===== config.mk =====
export PLATFORM = sky130hd
export DESIGN_NAME = tx_frame_scheduler
export DESIGN_NICKNAME = d
export VERILOG_FILES = /design/src/rtl/tx_frame_scheduler_pkg.sv /design/src/rtl/tx_rr_arb2.sv /design/src/rtl/tx_frame_scheduler.sv
export SDC_FILE = /design/constraint.sdc
export NUM_CORES = 1
export LEC_CHECK = 0
export BUFFER_PORTS_ARGS = -buffer_cell sky130_fd_sc_hd__clkbuf_2
export CAP_MARGIN = 0
export CORE_MARGIN = 2
export CORE_UTILIZATION = 59
export CTS_CLUSTER_DIAMETER = 120
export DETAILED_ROUTE_END_ITERATION = 8
export PLACE_DENSITY = 0.85
export RECOVER_POWER = 50
export SLEW_MARGIN = 20
export SYNTH_ARGS = -nofsm -noshare
export SYNTH_HDL_FRONTEND = slang
export SYNTH_HIERARCHICAL = 1
export SYNTH_SLANG_ARGS = --single-unit

===== constraint.sdc =====
create_clock -name phy_txclk -period 4.35 [get_ports phy_txclk]
set_clock_uncertainty 0.15 [all_clocks]
set_input_delay 0.2175 -clock phy_txclk [delete_from_list [all_inputs] [get_ports phy_txclk]]
set_output_delay 0.2175 -clock phy_txclk [all_outputs]
set_load 0.1 [all_outputs]

===== src/rtl/tx_frame_scheduler_pkg.sv =====
// Shared definitions for the transmit frame scheduler: FSM encoding,
// frame-type codes, parameter defaults and counter sizing.
package tx_frame_scheduler_pkg;

    localparam int IFG_CYCLES_DEF     = 24;
    localparam int TIMEOUT_CYCLES_DEF = 4095;
    localparam int FRAMEID_W_DEF      = 16;

    // Frame type carried on frm_sel and remembered as last_sel.
    localparam logic SEL_DATA = 1'b0;
    localparam logic SEL_CTRL = 1'b1;

    typedef enum logic [1:0] {
        ST_IDLE      = 2'd0,
        ST_START     = 2'd1,
        ST_WAIT_DONE = 2'd2,
        ST_IFG       = 2'd3
    } tx_state_e;

    // Width of one counter able to hold both the gap and the timeout count.
    function automatic int cnt_width(input int a, input int b);
        int m;
        m = (a > b) ? a : b;
        return (m < 1) ? 1 : $clog2(m + 1);
    endfunction

endpackage


===== src/rtl/tx_rr_arb2.sv =====
// Two-input round-robin selector between the data and control requests.
// req[0] is data, req[1] is control; gnt_sel uses the same encoding.
module tx_rr_arb2
    import tx_frame_scheduler_pkg::*;
(
    input  logic [1:0] req,
    input  logic       last_sel,
    output logic       gnt_valid,
    output logic       gnt_sel
);

    // A lone requester wins outright; on a tie the type not served last wins.
    always_comb begin
        gnt_valid = |req;
        gnt_sel   = SEL_DATA;
        if (req[0] && req[1]) begin
            gnt_sel = ~last_sel;
        end else if (req[1]) begin
            gnt_sel = SEL_CTRL;
        end
    end

endmodule


===== src/rtl/tx_frame_scheduler.sv =====
// Transmit frame scheduler: arbitrates data/control frame requests, starts
// the framer, waits for its completion (with a timeout), then enforces the
// inter-frame gap. All state moves on the falling edge of phy_txclk so it
// lines up with the transmit framer.
module tx_frame_scheduler
    import tx_frame_scheduler_pkg::*;
#(
    parameter int IFG_CYCLES     = IFG_CYCLES_DEF,
    parameter int TIMEOUT_CYCLES = TIMEOUT_CYCLES_DEF,
    parameter int FRAMEID_W      = FRAMEID_W_DEF
) (
    input  logic                 phy_txclk,
    input  logic                 reset,
    input  logic                 enable,
    input  logic                 req_data,
    input  logic                 req_ctrl,
    input  logic                 frm_done,
    output logic                 frm_start,
    output logic                 frm_sel,
    output logic [FRAMEID_W-1:0] frm_id,
    output logic                 ack_data,
    output logic                 ack_ctrl,
    output logic                 busy,
    output logic                 timeout_err
);

    localparam int               CNT_W  = cnt_width(IFG_CYCLES, TIMEOUT_CYCLES);
    localparam logic [CNT_W-1:0] TMO_TC = CNT_W'(TIMEOUT_CYCLES);
    localparam logic [CNT_W-1:0] IFG_TC = CNT_W'(IFG_CYCLES - 1);

    tx_state_e            state_q;
    tx_state_e            state_d;
    logic [CNT_W-1:0]     cnt_q;
    logic                 last_sel_q;
    logic                 frm_sel_q;
    logic                 ack_data_q;
    logic                 ack_ctrl_q;
    logic                 timeout_err_q;
    logic [FRAMEID_W-1:0] frm_id_q;

    logic grant;
    logic done_ok;
    logic tmo_hit;
    logic gnt_valid;
    logic gnt_sel;

    tx_rr_arb2 u_arb (
        .req       ({req_ctrl, req_data}),
        .last_sel  (last_sel_q),
        .gnt_valid (gnt_valid),
        .gnt_sel   (gnt_sel)
    );

    // State register.
    always_ff @(negedge phy_txclk) begin
        if (reset) begin
            state_q <= ST_IDLE;
        end else begin
            state_q <= state_d;
        end
    end

    // Next state and Moore outputs; completion beats timeout on the terminal count.
    always_comb begin
        state_d   = state_q;
        grant     = 1'b0;
        done_ok   = 1'b0;
        tmo_hit   = 1'b0;
        frm_start = 1'b0;
        busy      = 1'b1;
        case (state_q)
            ST_IDLE: begin
                busy = 1'b0;
                if (enable && gnt_valid) begin
                    grant   = 1'b1;
                    state_d = ST_START;
                end
            end
            ST_START: begin
                frm_start = 1'b1;
                state_d   = ST_WAIT_DONE;
            end
            ST_WAIT_DONE: begin
                if (frm_done) begin
                    done_ok = 1'b1;
                    state_d = ST_IFG;
                end else if (cnt_q == TMO_TC) begin
                    tmo_hit = 1'b1;
                    state_d = ST_IFG;
                end
            end
            ST_IFG: begin
                if (cnt_q == IFG_TC) begin
                    state_d = ST_IDLE;
                end
            end
            default: begin
                state_d = ST_IDLE;
            end
        endcase
    end

    // Shared counter: ages the frame from START through WAIT_DONE, restarts at
    // the end of the frame and then times the gap in IFG.
    always_ff @(negedge phy_txclk) begin
        if (reset) begin
            cnt_q <= '0;
        end else if (state_q == ST_IDLE || done_ok || tmo_hit) begin
            cnt_q <= '0;
        end else begin
            cnt_q <= cnt_q + CNT_W'(1);
        end
    end

    // Grant bookkeeping, completion acks, frame ID and the sticky timeout flag.
    always_ff @(negedge phy_txclk) begin
        if (reset) begin
            last_sel_q    <= SEL_CTRL;
            frm_sel_q     <= SEL_DATA;
            ack_data_q    <= 1'b0;
            ack_ctrl_q    <= 1'b0;
            frm_id_q      <= '0;
            timeout_err_q <= 1'b0;
        end else begin
            ack_data_q <= done_ok && (frm_sel_q == SEL_DATA);
            ack_ctrl_q <= done_ok && (frm_sel_q == SEL_CTRL);
            if (grant) begin
                frm_sel_q  <= gnt_sel;
                last_sel_q <= gnt_sel;
            end
            if (done_ok && (frm_sel_q == SEL_DATA)) begin
                frm_id_q <= frm_id_q + FRAMEID_W'(1);
            end
            if (tmo_hit) begin
                timeout_err_q <= 1'b1;
            end
        end
    end

    assign frm_sel     = frm_sel_q;
    assign frm_id      = frm_id_q;
    assign ack_data    = ack_data_q;
    assign ack_ctrl    = ack_ctrl_q;
    assign timeout_err = timeout_err_q;

endmodule


==> impl_results.md <==
- Worst-margin pin slew: 991 ps
- Postcts setup bufs: 0
- Status: finished clean
- WS Path Type: reg2out
- DRC: 0
- CTS sink count: 35
- Worst EP arrival: 3850 ps
- Core Area: 2690 um2
- Sw Share: 42.6%
- Final ANT Viol Nets: 0
- PostCTS Resize Cnt: 0
- Final wirelength: 3440 um
- Hold Path End: timeout_err
- CP endpoint kind: primary output
- Required @ worst endpoint: 3980 ps
- Max cap viols: 0
- Die area: 3200 um2
- Die Ht: 56.5 um
- Clk_lat worst skew: 430 ps
- Vias in the first global route: 1556
- Dpl cell area: 1770 um2
- Syn Nets: 192
- Worst Hold Slack: 299 ps
- CTS tree: built
- 1st-iter DRT viols: 71
- Largest net degree at the start of global routing: 26
- Ant. Diodes: 0
- Vias: 1496
- Reg2reg path depth: 6
- Clk buf depth: 2
- VDD IR max: 0.604 mV
- Netlist cell types: 36
- Hpwl dp: 2380 um
- Pwr Total: 0.976 mW
- Cell Area, Synth: 1630 um2
- Hold crit path type: reg2reg
- Leak: 0.906 nW
- Ys Warns: 6
- EDFF count, synth: 0
- Fraction of registers with async set/reset: 0%
- Boundary pin count: 28
- Max FO, Critical Path: 5
- Reg2Reg Capture Point: frm_id[14]
- Area growth, synth to finish: 19.5%
- Nets: 255
- Relative slew slack: 34.0%
- Cts bufs inserted: 5
- Routability cong.: 0.847
- Sequential share of power: 37.7%
- Sw Pwr: 0.416 mW
- Die W: 56.5 um
- CTS HTree Levels: 2
- Syn Area/Cell: 9.10 um2
- WL/cell: 12.5 um
- Layout cells sized above 1: 14.4%
- Vias/cell: 5.46
- PortBufs: 27
- Comb pwr share: 25.5%
- Cts hold-fix bufs: 0
- Row count: 19
- Setup TNS: 0 ps
- Final hold violation count: 0
- All-Layer GR Usage: 24.2%
- HP Start: timeout_err
- Most common flop cell mapped by yosys: dfxtp_1
- Synth Register Bits: 35
- Clock Pin Slew Worst Setup and Hold Paths: 40 ps
- Sequential fraction of the synthesis area: 43.0%
- RSZ-0062 raised after global routing: false
- Final Setup Violations: 0
- Initial Util: 60.6%
- Initial DRT Pass Iterations: 4
- Initial antenna violation count: 0
- GR peak layer: met2
- WHS Path Cells: 2
- First-pass GRT wire length: 6040 um
- Filler cells: 205
- Met3 usage: 12.7%
- Met2 Track Usage GR: 38.2%
- Worst reg2reg path startpoint: state_q[0]
- Pint: 0.561 mW
- Power Density: 501 nW/um2
- Register-to-register setup slack: 1940 ps
- Grt ovf: 0
- Design area: 1950 um2
- Gate count of the mapped netlist: 179
- Slew Limit Fails: 0
- CTS Root Cell: clkbuf_4
- Clock share of power: 36.9%
- Worst setup SP type: flop
- Met1 Use GR: 25.5%
-- state kept, by name (all words and copies together), names as in the netlist --
| signal | flops |
|---|---|
| frm_sel | 1 |
| frm_id | 16 |
| state_q | 2 |
| cnt_q | 12 |
| last_sel_q | 1 |
| ack_data | 1 |
| timeout_err | 1 |
| ack_ctrl | 1 |
-- critical path, stage by stage (launching register included) --
cell      delay [ps]
dfxtp_1          370
inv_1            100
ha_1             260
inv_1            100
clkbuf_2         460
-- Yosys cell counts, types with 5 or more instances --
master	instances	area share, %
inv_1	8	1.8
nand3_1	8	2.5
nor2_1	24	5.5
dfxtp_1	35	43
ha_1	7	5.4
xor2_1	13	7.0
nand2_1	10	2.3
nand4_1	10	3.8
xnor2_1	5	2.7
a21oi_1	11	3.4
-- layout make-up --
class                      instances  area (um2)  area share, %
inverter                           7        26.3           1.35
clock inverter                    38         173           8.87
tap                               31        38.8           1.99
clock buffer                       5        37.5           1.93
multi-input combinational        131         838           43.1
timing repair buffer              27         133           6.81
sequential                        35         701           36.0
-- stage by stage --
stage | util, % | std cells | worst slack (ps)
floorplan | - | 179 | 553
global placement | 66.0 | 232 | 420
detailed placement | 66.0 | 232 | 358
CTS | 73.6 | 274 | 116
global route | 72.5 | 274 | 32.0
finish | 72.5 | 274 | 130
-- worst max path at each step --
stage | start | to | slack (ps)
floorplan | state_q[0] | busy | 550
global placement | frm_done | frm_id[14] | 420
detailed placement | frm_done | frm_id[14] | 360
CTS | state_q[0] | busy | 120
global route | state_q[1] | busy | 30
finish | state_q[0] | busy | 130
-- cell families (layout without fill, tap and decap cells) --
group,count (synthesis),in the layout,synth area share (%)
and+or+nand+nor,80,80,28.0
AOI/OAI and AO/OA,24,24,8.99
xor gates and xnor gates,18,18,9.68
DFF,35,35,43.0
buffers and inverters,13,77,3.76
muxes,2,2,1.23
adders and majority gates,7,7,5.38
-- placed cells by master, fill, tap and decap left out --
cell type	instances
and3_2	1
clkbuf_1	2
a21oi_1	11
o21ai_1	1
mux2i_1	2
dfxtp_1	35
inv_1	42
or2_1	1
a21boi_1	1
xor2_1	13
nand4_1	11
nor3_1	2
or4_1	4
nor2_1	24
bufinv_16	1
nand3_1	9
nor4_1	2
clkinvlp_2	1
inv_4	1
clkbuf_4	5
nand2b_1	2
o21ai_0	3
xnor2_1	5
nand2_1	10
a211oi_1	2
nor2b_1	1
nand4_2	1
and3_1	4
or3_1	4
and4b_1	2
ha_1	7
and4_1	1
clkbuf_2	25
a41oi_1	1
and3b_1	1
o31ai_1	4
a221o_1	1
-- power by group through the flow --
stage	sequential, mW	clock [mW]	combinational, mW
finish	0.368	0.360	0.249
global route	0.370	0.413	0.268
CTS	0.367	0.372	0.251
detailed placement	0.373	0.0506	0.251
global placement	0.368	0.0506	0.243
floorplan	0.396	0.0506	0.190
-- routing by layer --
metal / part of all wire [%] / up-vias
met4: 1.7 / 0
met3: 6.1 / 7
li1: - / 762
met1: 43 / 680
met5: 0 / -
met2: 49 / 47
Power figures use the tool's default switching activity.
